File: src/rtl/snf_rxreq.sv
// SN-F REQ-channel receiver: grants L-credits to the HN-F, accepts
// ReadNoSnp flits into a credit-sized FIFO and presents them to memory.
package snf_pkg;

  typedef struct packed {
    logic [6:0]  tgtid;
    logic [6:0]  srcid;
    logic [7:0]  txnid;
    logic [6:0]  returnnid;
    logic [5:0]  opcode;
    logic [2:0]  size;
    logic [47:0] addr;
    logic        expcompack;
  } reqflit_t;

  typedef struct packed {
    logic [47:0] addr;
    logic [2:0]  size;
    logic [7:0]  txnid;
    logic [6:0]  srcid;
    logic [6:0]  returnnid;
    logic        expcompack;
  } memreq_t;

  localparam logic [5:0] OP_LCRDRETURN = 6'h00;
  localparam logic [5:0] OP_READNOSNP  = 6'h04;

endpackage

module snf_rxreq
  import snf_pkg::*;
#(
  parameter int         NUM_CREDITS = 4,
  parameter logic [6:0] SNF_ID      = 7'h20
) (
  input  logic        clock,
  input  logic        reset,
  input  reqflit_t    RXREQFLIT,
  input  logic        RXREQFLITV,
  input  logic        RXREQFLITPEND,
  output logic        RXREQLCRDV,
  output logic        mem_req_valid,
  input  logic        mem_req_ready,
  output logic [47:0] mem_req_addr,
  output logic [2:0]  mem_req_size,
  output logic [7:0]  mem_req_txnid,
  output logic [6:0]  mem_req_srcid,
  output logic [6:0]  mem_req_returnnid,
  output logic        mem_req_expcompack,
  output logic        err_credit,
  output logic        err_tgtid,
  output logic        err_opcode,
  output logic [3:0]  credits_out
);

  localparam int PW = (NUM_CREDITS > 1) ?
                      $clog2(NUM_CREDITS) : 1;
  localparam logic [PW-1:0] LAST = PW'(NUM_CREDITS - 1);
  localparam logic [4:0]    LIMIT = 5'(NUM_CREDITS);

  logic [3:0]    tx_credits;
  logic [3:0]    tx_next;
  logic [3:0]    count;
  logic [3:0]    count_next;
  logic [PW-1:0] rd_ptr;
  logic [PW-1:0] wr_ptr;
  logic          lcrdv_next;

  logic has_credit;
  logic consume;
  logic is_return;
  logic bad_tgt;
  logic bad_op;
  logic push;
  logic pop;

  memreq_t fifo_mem [NUM_CREDITS];
  memreq_t wr_entry;
  memreq_t head;

  logic unused_pend;
  assign unused_pend = RXREQFLITPEND;

  function automatic logic [PW-1:0] bump(
    input logic [PW-1:0] p
  );
    return (p == LAST) ? '0 : p + PW'(1);
  endfunction

  // A grant seen this cycle is not yet usable by a same-cycle flit.
  always_comb begin
    has_credit = (tx_credits != 4'd0);
    consume    = RXREQFLITV & has_credit;
    is_return  = (RXREQFLIT.opcode == OP_LCRDRETURN);
    bad_tgt    = !is_return &
                 (RXREQFLIT.tgtid != SNF_ID);
    bad_op     = !is_return & !bad_tgt &
                 ((RXREQFLIT.opcode != OP_READNOSNP) |
                  (RXREQFLIT.size == 3'd7));
    push       = consume & !is_return &
                 !bad_tgt & !bad_op;
    pop        = (count != 4'd0) & mem_req_ready;
  end

  always_comb begin
    tx_next    = tx_credits + 4'(RXREQLCRDV) - 4'(consume);
    count_next = count + 4'(push) - 4'(pop);
    lcrdv_next = ({1'b0, tx_next} + {1'b0, count_next})
                 < LIMIT;
  end

  always_comb begin
    wr_entry.addr       = RXREQFLIT.addr;
    wr_entry.size       = RXREQFLIT.size;
    wr_entry.txnid      = RXREQFLIT.txnid;
    wr_entry.srcid      = RXREQFLIT.srcid;
    wr_entry.returnnid  = RXREQFLIT.returnnid;
    wr_entry.expcompack = RXREQFLIT.expcompack;
  end

  always_ff @(posedge clock) begin
    if (reset) begin
      tx_credits <= 4'd0;
      count      <= 4'd0;
      rd_ptr     <= '0;
      wr_ptr     <= '0;
      RXREQLCRDV <= 1'b0;
      err_credit <= 1'b0;
      err_tgtid  <= 1'b0;
      err_opcode <= 1'b0;
    end else begin
      tx_credits <= tx_next;
      count      <= count_next;
      RXREQLCRDV <= lcrdv_next;
      if (push) wr_ptr <= bump(wr_ptr);
      if (pop)  rd_ptr <= bump(rd_ptr);
      err_credit <= RXREQFLITV & !has_credit;
      err_tgtid  <= consume & bad_tgt;
      err_opcode <= consume & bad_op;
    end
  end

  always_ff @(posedge clock) begin
    if (push) fifo_mem[wr_ptr] <= wr_entry;
  end

  assign head = fifo_mem[rd_ptr];

  always_comb begin
    mem_req_valid      = (count != 4'd0);
    mem_req_addr       = head.addr;
    mem_req_size       = head.size;
    mem_req_txnid      = head.txnid;
    mem_req_srcid      = head.srcid;
    mem_req_returnnid  = head.returnnid;
    mem_req_expcompack = head.expcompack;
    credits_out        = tx_credits;
  end

endmodule

File: config.mk
export PLATFORM = sky130hd
export DESIGN_NAME = snf_rxreq
export DESIGN_NICKNAME = d
export VERILOG_FILES = /design/src/rtl/snf_rxreq.sv
export SDC_FILE = /design/constraint.sdc
export NUM_CORES = 1
export LEC_CHECK = 0
export ABC_AREA = 1
export BUFFER_PORTS_ARGS = -buffer_cell sky130_fd_sc_hd__buf_4
export CORE_ASPECT_RATIO = 1.1
export CORE_MARGIN = 2
export CORE_UTILIZATION = 51
export DETAILED_ROUTE_END_ITERATION = 16
export PLACE_DENSITY = 0.72
export SLEW_MARGIN = 20
export SYNTH_ARGS = -nofsm -noshare
export SYNTH_HDL_FRONTEND = slang
export SYNTH_SLANG_ARGS = --single-unit
File: constraint.sdc
create_clock -name clock -period 5.9 [get_ports clock]
set_clock_uncertainty 0.05 [all_clocks]
set_input_delay 0.885 -clock clock [delete_from_list [all_inputs] [get_ports clock]]
set_output_delay 0.885 -clock clock [all_outputs]
set_load 0.1 [all_outputs]
# == Word-level counts from Yosys, hierarchy flattened ==
# Memory sizes are Yosys's and may differ from the RTL's. A register that Yosys moved wholly into a read port is not among the register bits.
# Index checks and enable logic that the tools add are counted.
# word_totals
regBits,16
ram_bits,296
in_bits,92
output_inout_bits,83
word_cells,47
mem_count,1
# memory_table
name,words,width,rd,rd_clocked_by_memory_dff,write_ports,line,source
fifo_mem,4,74,1,1,1,77,memreq_t fifo_mem [NUM_CREDITS];
# op_classes
add_sub_neg,7
order_cmp,1
n_eq_ne,5
muxes,6
bitwise_logic,12
n_reduce_logical,7
# ops
op,count
bitwise AND 1 bit,11
adder 4 x 1 -> 4 bit,2
2-to-1 mux 2 bit,4
nonzero test 4 bit,2
subtractor 4 x 1 -> 4 bit,2
!= test 7 x 6 -> 1 bit (second input constant),1
zero test 6 bit,1
!= test 6 x 3 -> 1 bit (second input constant),1
adder 4 x 4 -> 5 bit,1
< comparator 5 x 3 -> 1 bit (second input constant),1
adder 2 x 1 -> 2 bit (second input constant),2
equality test 2 bit (second input constant),2
zero test 1 bit,4
equality test 3 bit (second input constant),1
2-to-1 mux 1 bit,2
OR 1 bit,1

# == Depth between registers and ports, before layout ==
# logic_depth
word_depth,12
depth_mapped,17
depth_no_buf,17

# == Least setup slack after synthesis ==
# Ideal clock, no wire load.
# synth_timing
path_kind,register -> register
startpoint,register tx_credits[2] (netlist: credits_out[2])
endpoint,"memory fifo_mem[0][0] (netlist bit), enable pin"
setup_time_ns,0.507
arrival_ns,4.849
t_required_ns,5.343
setup_slack_ns,0.494
stages_incl_launch_ff,6
synth_period_minus_slack_ns,5.406
cell_sequence,dfxtp_1 -> inv_1 -> ha_1 -> a31oi_4 -> nand3_2 -> nor2_1
# synth_between
elab_chain_len,7
# synth_rtl
element,line,source
start: declaration,61,logic [3:0] tx_credits;
start signal: assignment,132,tx_credits <= tx_next;
nonzero test 4 bit,92,has_credit = (tx_credits != 4'd0);
bitwise AND 1 bit,93,consume = RXREQFLITV & has_credit;
bitwise AND 1 bit (2 in series),100,push = consume & !is_return &
bitwise AND 1 bit,101,!bad_tgt & !bad_op;
2-to-1 mux 1 bit,144,if (push) fifo_mem[wr_ptr] <= wr_entry;
2-to-1 mux 1 bit (implied by the code),144,
end: declaration,77,
# No other way between the ends.

==> impl_metrics.csv <==
group,metric,value,unit
outcome,status,"complete, no violations",
logic_synthesis,ys_seq_area_share,76.5,%
grt,grt_pass1_wl,37000,µm
clocking,clk_latency,0.54,ns
sta,rsz0062_at_grt,"no",
floorplan,rows,59,
sta,finalHoldViolations,0,
sta,hold_slack,0.460,ns
floorplan,ios,175,
critical_path,cp-start-kind,"flip-flop",
place,gp_congestion,0.746,
sta,final.setup.tns,0,ns
drt,viasPerCell,5.38,
logic_synthesis,synthesis.nets,975,
logic_synthesis,syn_area,12100,µm²
clocking,cts_setup_buffers,0,
grt,grtUsageTotal,19.2,%
logic_synthesis,ys_warn_count,0,
critical_path,critical_path.endpoint,"mem_req_addr[29]",
logic_synthesis,avgSynthCellArea,14.0,µm²
logic_synthesis,synthArstFlopShare,0,%
logic_synthesis,synth.distinct_cells,31,
sta,setup_violations,0,
clocking,cts_resized,0,
critical_path,critical_path.top_delay_family,"buffers and inverters",
floorplan,core_area,23500,µm²
critical_path,arrival,2.84,ns
floorplan,die_y,165,µm
floorplan,start_util,51.5,%
finish,area_growth,20.7,%
place,portBuffers,173,
drt,drt_iter0_drc,445,
drt,drtPass1Iterations,5,
finish,mostFrequentLayoutCells,"edfxtp_1 (296), buf_4 (179), nor2_1 (167)",
drt,wire_per_inst,17.9,µm
critical_path,criticalPathCategory,"flip-flop to primary output",
place,place_hpwl,13400,µm
sta,slew_headroom,36.1,%
finish,final_common_cell,"edfxtp_1",
floorplan,die_area,24900,µm²
critical_path,path_buf_inv,3,
grt,grt.overflow.total,0,
finish,antennaDiodeCount,0,
finish,layout-drive-gt1-share,22.6,%
clocking,cts_tree,"yes",
critical_path,path_common_cell,"buf_4",
critical_path,slowest_stage,"inv_6",
critical_path,r2r_end,"RXREQLCRDV",
logic_synthesis,synthFlopType,"edfxtp_1",
clocking,numClockSinks,314,
grt,grt_max_degree,117,
logic_synthesis,synth-edff-count,296,
clocking,cts_buffers,30,
critical_path,slowest_delay,0.63,ns
critical_path,critical_path_depth,5,
critical_path,r2r_start,"credits_out[2]",
sta,final-max-slew-violation-count,0,
finish,fin_nets,1139,
critical_path,reg2reg_setup_slack,2.75,ns
logic_synthesis,ys_ff_latch,314,
drt,vias,7293,
hold_path,hold_class,"flip-flop to flip-flop",
grt,antenna_found_initial,0,
critical_path,ff2ff_path_depth,15,
clocking,hold_buffers,0,
logic_synthesis,syn_inst,863,
critical_path,end_kind,"primary output",
finish,multi_input_area,2410,µm²
finish,regArea,9250,µm²
critical_path,cp_max_fo,112,
sta,fmax,265,MHz
grt,first_global_vias,7161,
critical_path,crit_chain,"inv_6, buf_4, o21ai_1, o22ai_1, buf_4",
clocking,h-tree-depth,1,
drt,drc,0,
sta,period_needed,3.77,ns
floorplan,die_w,151,µm
clocking,cts-root-buf,"clkbuf_16",
drt,drt-total-wl,24300,µm
finish,fillers,1783,
sta,finalCritPeriodShare,63.9,%
critical_path,crit_required,4.97,ns
sta,worst_pin_slew,0.958,ns
drt,ant_nets,0,
clocking,clk_pin_slew,0.06,ns
run,maxCapViolCount,0,
clocking,clockBufferDepth,3,
[area by class of cell]
class | instances | area share (%)
multi-input cells | 462 | 16.5
inverters | 38 | 1.01
clock buffers | 39 | 5.52
flip-flops and latches | 314 | 63.4
clock inverters | 17 | 1.44
repair buffers | 181 | 9.43
well taps | 305 | 2.62
[worst min-delay path by stage]
| stage | from | end | slack (ns) | cells past startpoint |
|---|---|---|---|---|
| after global routing | RXREQFLIT[46] | fifo_mem[1][71] | 0.47 | 1 |
| after CTS | rd_ptr[1] | flip-flop | 0.46 | 2 |
| after floorplan | rd_ptr[1] | flip-flop | 0.43 | 2 |
| after detailed placement | rd_ptr[1] | flip-flop | 0.45 | 2 |
| final | rd_ptr[1] | flip-flop | 0.46 | 2 |
| after global placement | rd_ptr[1] | flip-flop | 0.44 | 2 |
[worst register-to-register path, cell delays in order (launching register included)]
cell     delay [ns]
dfxtp_1        0.33
inv_1          0.06
ha_1           0.24
a31oi_4        0.26
nand3_2        0.29
ha_1           0.38
inv_1          0.05
ha_1           0.15
inv_1          0.05
fa_1           0.37
or2_2          0.29
nand2_1        0.07
ha_1           0.21
nor2_1         0.10
nand2_1        0.05
a31oi_1        0.13
[kinds of logic after synthesis]
family,Yosys count,synth area share (%)
adder cells (fa/ha/maj),20,2.19
flip-flops,314,76.5
buffers and inverters,87,3.76
XOR/XNOR,2,0.145
AND/OR/NAND/NOR,209,6.85
AO/OA/AOI/OAI,231,10.5
[Yosys cell counts, types with 2 or more instances]
library cell,number,area (µm²)
a21oi_1,4,20.0
buf_2,8,40.0
buf_4,6,45.0
buf_6,12,135
clkbuf_1,21,78.8
clkbuf_2,2,10.0
dfxtp_1,18,360
edfxtp_1,296,8890
fa_1,2,40.0
ha_1,18,225
inv_1,37,139
nand2_1,20,75.1
nand3_1,5,25.0
nor2_1,171,642
nor2_2,3,18.8
nor4_1,2,12.5
o21ai_0,95,475
o21ai_1,55,275
o22ai_1,74,463
or2_2,2,12.5
xor2_1,2,17.5
[state kept, by name (all words and copies together), names as in the netlist, named ones only]
register     count
RXREQLCRDV       1
count            4
credits_out      4
err_credit       1
err_opcode       1
err_tgtid        1
fifo_mem       296
rd_ptr           2
wr_ptr           2
[layer usage]
layer / part of all wire [%] / vias to the layer above / GRT usage (%)
met5: 0 / - / 0
met4: 1.6 / 0 / 4.50
met3: 7.0 / 34 / 3.85
met2: 51 / 213 / 34.2
met1: 40 / 3533 / 24.2
li1: - / 3513 / -
[stage by stage]
step | worst slack [ns] | cells | utilization, % | instance area, µm²
floorplan | 0.494 | 863 | - | 12100
global placement | 2.22 | 1300 | 57.8 | 13600
detailed placement | 2.20 | 1300 | 57.8 | 13600
CTS | 1.81 | 1356 | 62.1 | 14600
global route | 1.91 | 1356 | 62.1 | 14600
finish | 2.13 | 1356 | 62.1 | 14600
Power is left out: the tool's default activity adds up to more than one toggle a clock period on the data nets, which glitch-free logic cannot reach.
